**config.mk**
```make
export PLATFORM = sky130hd
export DESIGN_NAME = signed_nibble_accum_flat
export DESIGN_NICKNAME = d
export VERILOG_FILES = /design/src/rtl/signed_nibble_accum_pkg.sv /design/src/rtl/signed_nibble_accum_if.sv /design/src/rtl/signed_nibble_accum_nibble_pair_assembler.sv /design/src/rtl/signed_nibble_accum.sv /design/src/flat_wrapper.sv
export SDC_FILE = /design/constraint.sdc
export NUM_CORES = 1
export LEC_CHECK = 0
export BUFFER_PORTS_ARGS = -buffer_cell sky130_fd_sc_hd__buf_2
export CORE_MARGIN = 2
export CORE_UTILIZATION = 55
export DETAILED_ROUTE_END_ITERATION = 10
export GPL_ROUTABILITY_DRIVEN = 0
export PLACE_DENSITY = 0.86
export SLEW_MARGIN = 20
export SYNTH_ARGS = -nofsm -noshare
export SYNTH_HDL_FRONTEND = slang
export SYNTH_SLANG_ARGS = --single-unit
```
**constraint.sdc**
```tcl
create_clock -name clk -period 3 [get_ports clk]
set_clock_uncertainty 0.05 [all_clocks]
set_input_delay 0.6 -clock clk [delete_from_list [all_inputs] [get_ports clk]]
set_output_delay 0.6 -clock clk [all_outputs]
set_load 0.02 [all_outputs]
```
**src/rtl/signed_nibble_accum_pkg.sv**
```systemverilog
`default_nettype none
// ============================================================================
// Module      : signed_nibble_pkg
// Description : Shared types and helpers for the signed nibble accumulator.
// Revision    : 1.0 - initial release
// ============================================================================
package signed_nibble_pkg;

    // Widest accumulator sext8 can feed; callers slice the low ACC_W bits.
    localparam int c_SEXT_W = 64;

    typedef struct packed signed {
        bit [3:0] lo;
        bit [3:0] hi;
    } nib_pair_t;

    typedef enum logic [1:0] {
        LO  = 2'd0,
        HI  = 2'd1,
        OUT = 2'd2
    } state_t;

    function automatic logic signed [c_SEXT_W-1:0] sext8(input nib_pair_t b);
        return {{(c_SEXT_W-8){b.lo[3]}}, b};
    endfunction

endpackage
`default_nettype wire

```
**src/rtl/signed_nibble_accum_if.sv**
```systemverilog
`default_nettype none
// ============================================================================
// Module      : signed_nibble_accum_if
// Description : Nibble input and frame-result handshake bundle.
// Revision    : 1.0 - initial release
// ============================================================================
interface signed_nibble_accum_if #(
    parameter int ACC_W = 16
) ();
    logic             in_valid;
    logic             in_ready;
    logic [3:0]       in_nibble;
    logic             out_valid;
    logic             out_ready;
    logic [7:0]       out_byte;
    logic [ACC_W-1:0] out_sum;
    logic             out_ovf;

    modport master (
        output in_valid, in_nibble, out_ready,
        input  in_ready, out_valid, out_byte, out_sum, out_ovf
    );

    modport slave (
        input  in_valid, in_nibble, out_ready,
        output in_ready, out_valid, out_byte, out_sum, out_ovf
    );
endinterface
`default_nettype wire

```
**src/rtl/signed_nibble_accum_nibble_pair_assembler.sv**
```systemverilog
`default_nettype none
// ============================================================================
// Module      : nibble_pair_assembler
// Description : Pairs consecutive accepted nibbles into a packed signed byte.
// Revision    : 1.0 - initial release
// ============================================================================
module nibble_pair_assembler
    import signed_nibble_pkg::*;
(
    input  wire logic       clk,
    input  wire logic       rst,
    input  wire logic       nib_valid,
    input  wire logic [3:0] nibble,
    output nib_pair_t       pair,
    output logic            pair_valid
);

    logic [3:0] r_lo;
    logic       r_phase_hi;

    always_ff @(posedge clk) begin
        if (rst) begin
            r_lo       <= 4'h0;
            r_phase_hi <= 1'b0;
        end else if (nib_valid) begin
            r_phase_hi <= ~r_phase_hi;
            if (!r_phase_hi) begin
                r_lo <= nibble;
            end
        end
    end

    // The hi nibble is used straight off the input so the byte lands in the
    // accumulator on the same edge that accepts it.
    always_comb begin
        pair.lo = r_lo;
        pair.hi = nibble;
    end

    assign pair_valid = nib_valid & r_phase_hi;

endmodule
`default_nettype wire

```
**src/rtl/signed_nibble_accum.sv**
```systemverilog
`default_nettype none
// ============================================================================
// Module      : signed_nibble_accum
// Description : Accumulates COUNT sign-extended nibble-pair bytes per frame.
// Revision    : 1.0 - initial release
// ============================================================================
module signed_nibble_accum
    import signed_nibble_pkg::*;
#(
    parameter int COUNT = 4,
    parameter int ACC_W = 16
) (
    input  wire logic            clk,
    input  wire logic            rst,
    signed_nibble_accum_if.slave bus
);

    localparam logic [7:0] c_LAST = 8'(COUNT - 1);

    state_t                    r_state;
    state_t                    w_state_nxt;
    logic                      r_in_ready;
    logic                      r_out_valid;
    logic [7:0]                r_cnt;
    logic [7:0]                r_byte;
    logic signed [ACC_W-1:0]   r_acc;
    logic                      r_ovf;

    logic                      w_in_hs;
    logic                      w_out_hs;
    logic                      w_last;
    nib_pair_t                 w_pair;
    logic                      w_pair_valid;
    logic signed [c_SEXT_W-1:0] w_ext_full;
    logic signed [ACC_W-1:0]   w_ext;
    logic signed [ACC_W-1:0]   w_sum;
    logic                      w_ovf_step;

    assign w_in_hs = bus.in_valid & r_in_ready;
    assign w_last  = (r_cnt == c_LAST);

    nibble_pair_assembler u_assembler (
        .clk        (clk),
        .rst        (rst),
        .nib_valid  (w_in_hs),
        .nibble     (bus.in_nibble),
        .pair       (w_pair),
        .pair_valid (w_pair_valid)
    );

    assign w_ext_full = sext8(w_pair);
    assign w_ext      = w_ext_full[ACC_W-1:0];

    generate
        if (ACC_W < c_SEXT_W) begin : g_ext_unused
            logic w_unused_ext_hi;
            assign w_unused_ext_hi = ^w_ext_full[c_SEXT_W-1:ACC_W];
        end
    endgenerate

    assign w_sum      = r_acc + w_ext;
    assign w_ovf_step = (r_acc[ACC_W-1] == w_ext[ACC_W-1]) &&
                        (w_sum[ACC_W-1] != r_acc[ACC_W-1]);

    always_ff @(posedge clk) begin
        if (rst) begin
            r_state <= LO;
        end else begin
            r_state <= w_state_nxt;
        end
    end

    always_comb begin
        w_state_nxt = r_state;
        w_out_hs    = 1'b0;
        case (r_state)
            LO: begin
                if (w_in_hs) begin
                    w_state_nxt = HI;
                end
            end
            HI: begin
                if (w_in_hs) begin
                    w_state_nxt = w_last ? OUT : LO;
                end
            end
            OUT: begin
                if (bus.out_ready) begin
                    w_out_hs    = 1'b1;
                    w_state_nxt = LO;
                end
            end
            default: w_state_nxt = LO;
        endcase
    end

    // Handshake flags are registered from the next state so every output
    // comes straight from a flop.
    always_ff @(posedge clk) begin
        if (rst) begin
            r_in_ready  <= 1'b1;
            r_out_valid <= 1'b0;
            r_cnt       <= 8'd0;
            r_byte      <= 8'h00;
            r_acc       <= '0;
            r_ovf       <= 1'b0;
        end else begin
            r_in_ready  <= (w_state_nxt != OUT);
            r_out_valid <= (w_state_nxt == OUT);
            if (w_pair_valid) begin
                r_acc  <= w_sum;
                r_ovf  <= r_ovf | w_ovf_step;
                r_byte <= w_pair;
                r_cnt  <= r_cnt + 8'd1;
            end else if (w_out_hs) begin
                r_acc  <= '0;
                r_ovf  <= 1'b0;
                r_cnt  <= 8'd0;
            end
        end
    end

    assign bus.in_ready  = r_in_ready;
    assign bus.out_valid = r_out_valid;
    assign bus.out_byte  = r_byte;
    assign bus.out_sum   = r_acc;
    assign bus.out_ovf   = r_ovf;

endmodule
`default_nettype wire

```
**src/flat_wrapper.sv**
```systemverilog
// flat-port wrapper written by rule: the top's interface ports become plain ports
module signed_nibble_accum_flat import signed_nibble_pkg::*;
#(
    parameter int COUNT = 4,
    parameter int ACC_W = 16
)
  (clk, rst, bus_in_valid, bus_in_nibble, bus_out_ready, bus_in_ready, bus_out_valid, bus_out_byte, bus_out_sum, bus_out_ovf);
  signed_nibble_accum_if #(.ACC_W(ACC_W)) bus_i ();
  input  wire logic clk;
  input  wire logic rst;
  input wire logic [$bits(bus_i.in_valid)-1:0] bus_in_valid;
  input wire logic [$bits(bus_i.in_nibble)-1:0] bus_in_nibble;
  input wire logic [$bits(bus_i.out_ready)-1:0] bus_out_ready;
  output wire logic [$bits(bus_i.in_ready)-1:0] bus_in_ready;
  output wire logic [$bits(bus_i.out_valid)-1:0] bus_out_valid;
  output wire logic [$bits(bus_i.out_byte)-1:0] bus_out_byte;
  output wire logic [$bits(bus_i.out_sum)-1:0] bus_out_sum;
  output wire logic [$bits(bus_i.out_ovf)-1:0] bus_out_ovf;
  assign bus_i.in_valid = bus_in_valid;
  assign bus_i.in_nibble = bus_in_nibble;
  assign bus_i.out_ready = bus_out_ready;
  assign bus_in_ready = bus_i.in_ready;
  assign bus_out_valid = bus_i.out_valid;
  assign bus_out_byte = bus_i.out_byte;
  assign bus_out_sum = bus_i.out_sum;
  assign bus_out_ovf = bus_i.out_ovf;
  signed_nibble_accum #(.COUNT(COUNT), .ACC_W(ACC_W)) u_core (.clk(clk), .rst(rst), .bus(bus_i));
endmodule
```
==> out/qor.yml <==
route:
  drcViolationCount: 0
  wl_per_cell_um: 14.2
  via_per_inst: 5.83
  dr_total_vias: 2000
  drt_pass1_iterations: 4
  wl_um: 4860
  drt.antenna.violating_nets: 0
  drt_iter0_markers: 140
critical_path:
  critical_path.cell_chain: "buf_2 -> ha_1 -> a21o_1 -> a21oi_2 -> a21oi_2 -> or3b_1 -> a221o_1 -> xnor2_1 -> a221o_2"
  crit_path_start_kind: "input pin"
  crit_type: "in -> reg"
  path_max_fanout: 4
  end_kind: "flip-flop"
  crit_arrival_ns: 2.71
  worst_path_max_delay_cell: "a221o_1"
  cp_top_family: "compound AO/OA/AOI/OAI gates"
  timing.critical_path.buf_inv: 1
  cp_common_cell: "a21oi_2"
  cpPeakStageDelay_ns: 0.40
  cp.required_ns: 3.14
floorplan:
  dieHeight_um: 66.9
  dieArea_um2: 4480
  fp.dieW_um: 66.9
  coreArea_um2: 3740
  start_util: 0.582
  ios: 35
  row_count: 22
timing:
  setup_violations: 0
  hold_viol: 0
  fmax_ghz: 0.390
  finalCritPeriodShare: 0.855
  period_needed_ns: 2.57
  relSlewSlack: 0.582
  worst_pin_slew_ns: 0.625
  tns_ns: 0
  layout_setup_ws_ns: 0.434
  maxSlewViolCount: 0
  rsz0062_at_grt: "false"
global_routing:
  grtUsageTotal: 0.242
  grt_first_pass_wirelength_um: 8250
  grt_pass1_vias: 1929
  grt_overflow: 0
  antenna_found_initial: 0
  grt_max_degree: 30
logic_synthesis:
  async_reset_ff_frac: 0
  synth.avg_cell_area_um2: 8.61
  synth_fp_nets: 278
  ys_seq_area_frac: 0.386
  synth_top_cell_by_area: "dfxtp_1"
  ys.flop_type: "dfxtp_1"
  synth.area.top_cells: "dfxtp_1, ha_1, nand2_1, a21oi_1, nor2_1"
  synthDominantCellAreaShare: 0.386
  synth_cell_types: 38
  ys_seq_elements: 42
  synth_edf_count: 0
  synthCells: 253
  syn-cell-area_um2: 2180
  ys_warn_count: 0
final_layout:
  seq_area_um2: 841
  area_growth_pct: 16.3
  nFillCells: 326
  drive_gt1_frac: 0.190
  final_cell_area_um2: 2530
  nNetsFinal: 319
  multi_input_area_um2: 1280
  layout.cells.non_filler: 343
  final_common_cell: "dfxtp_1"
  final_cell_mix: "dfxtp_1, buf_2, nand2_1"
  n_antenna_cell: 0
clock_network:
  clock_path_buffers: 2
  clk_latency_ns: 0.30
  htree_levels: 2
  cts_tree: "yes"
  path_clk_slew_ns: 0.09
  cts-buffers-inserted: 5
  post_cts_buffers: 0
  cts.repair.resized: 0
  cts_sinks: 42
  postCtsHoldBufs: 0
  root_buffer: "clkbuf_8"
place:
  port_buffers: 34
  dpl_cell_area_um2: 2440
  dpl.hpwl_um: 3560
  place_inst: 335
  post-place-ws_ns: 0.125
power:
  p_leak_uw: 0.00118
  powerDensity_nw_per_um2: 444
  max-vdd-ir-drop_mv: 0.311
run:
  max-cap-violations: 0
hold_path:
  min_path_type: "reg -> reg"
status:
  status: "completed"
[through the flow]
stage | hold slack, ns | total power [uW] | utilization
6_report | 0.404 | 1130 | 0.676
5_1_grt | 0.430 | 1170 | 0.676
4_1_cts | 0.408 | 1130 | 0.676
3_5_place_dp | 0.396 | 767 | 0.652
3_3_place_gp | 0.392 | 759 | 0.652
2_1_floorplan | 0.395 | 715 | -
[tightest hold or removal path, stage by stage (launching register included)]
cell     delay, ns
dfxtp_1       0.31
nand2_1       0.05
a21oi_1       0.05
[report_power, final]
| part | total (uW) | leakage, uW | switching (uW) | internal (uW) |
|---|---|---|---|---|
| sequential | 591 | 0.000340 | 16.1 | 575 |
| combinational | 166 | 0.000800 | 102 | 63.6 |
| clock | 369 | 0.0000441 | 205 | 163 |
| total | 1130 | 0.00118 | 323 | 802 |
[cell type report]
type                       count  area share
tap                           48      0.0237
clock inverter                 3     0.00840
multi-input combinational    197       0.507
inverter                       5     0.00741
sequential                    42       0.332
clock buffer                   5      0.0272
timing repair buffer          43      0.0939
[worst paths after layout]
check / from / endpoint / slack [ns] / cells after the start
max reg2reg: u_core.bus.out_sum[1]$_SDFFE_PP0P_ / u_core.bus.out_sum[15]$_SDFFE_PP0P_ / 0.48 / 8
min: u_core.bus.out_byte[3]$_SDFFE_PP0P_ / u_core.bus.out_byte[3]$_SDFFE_PP0P_ / 0.40 / 2
min reg2reg: u_core.bus.out_byte[3]$_SDFFE_PP0P_ / u_core.bus.out_byte[3]$_SDFFE_PP0P_ / 0.40 / 2
max: bus_in_nibble[3] / u_core.bus.out_sum[15]$_SDFFE_PP0P_ / 0.43 / 9
[cells by family after synthesis]
family	after synthesis	share of synthesized area
AO/OA/AOI/OAI	77	0.239
XOR/XNOR	18	0.0724
adder cells (fa/ha/maj)	17	0.101
buffers and inverters	14	0.0241
flip-flops	42	0.386
multiplexers	1	0.00460
AND/OR/NAND/NOR	84	0.172
[sequential cells by signal (all words and copies together) (netlist names)]
name                           cells
u_core.bus.out_sum                16
u_core.bus.out_byte                8
u_core.r_cnt                       8
u_core.u_assembler.r_lo            4
u_core.r_state                     2
u_core.bus.in_ready                1
u_core.bus.out_ovf                 1
u_core.bus.out_valid               1
u_core.u_assembler.r_phase_hi      1
[synthesized netlist by cell type, drive strengths merged (3+ instances only)]
cell and n:
nand4 4, a31oi 4, clkbuf 6, nand2 31
xnor2 11, a21o 9, ha 16, inv 5
a311oi 3, o21ai 8, a22oi 8, buf 3
nand3 8, nor2 28, xor2 7, a21oi 25
a211oi 3, o21bai 4, a22o 8, dfxtp 42
[layer usage]
layer	up-vias	global-route usage	wire length, um
met5	-	0	0
met4	0	0.102	100
met3	9	0.0422	194
met2	44	0.430	2420
met1	950	0.285	2150
li1	997	-	-
Power figures use the tool's default switching activity.
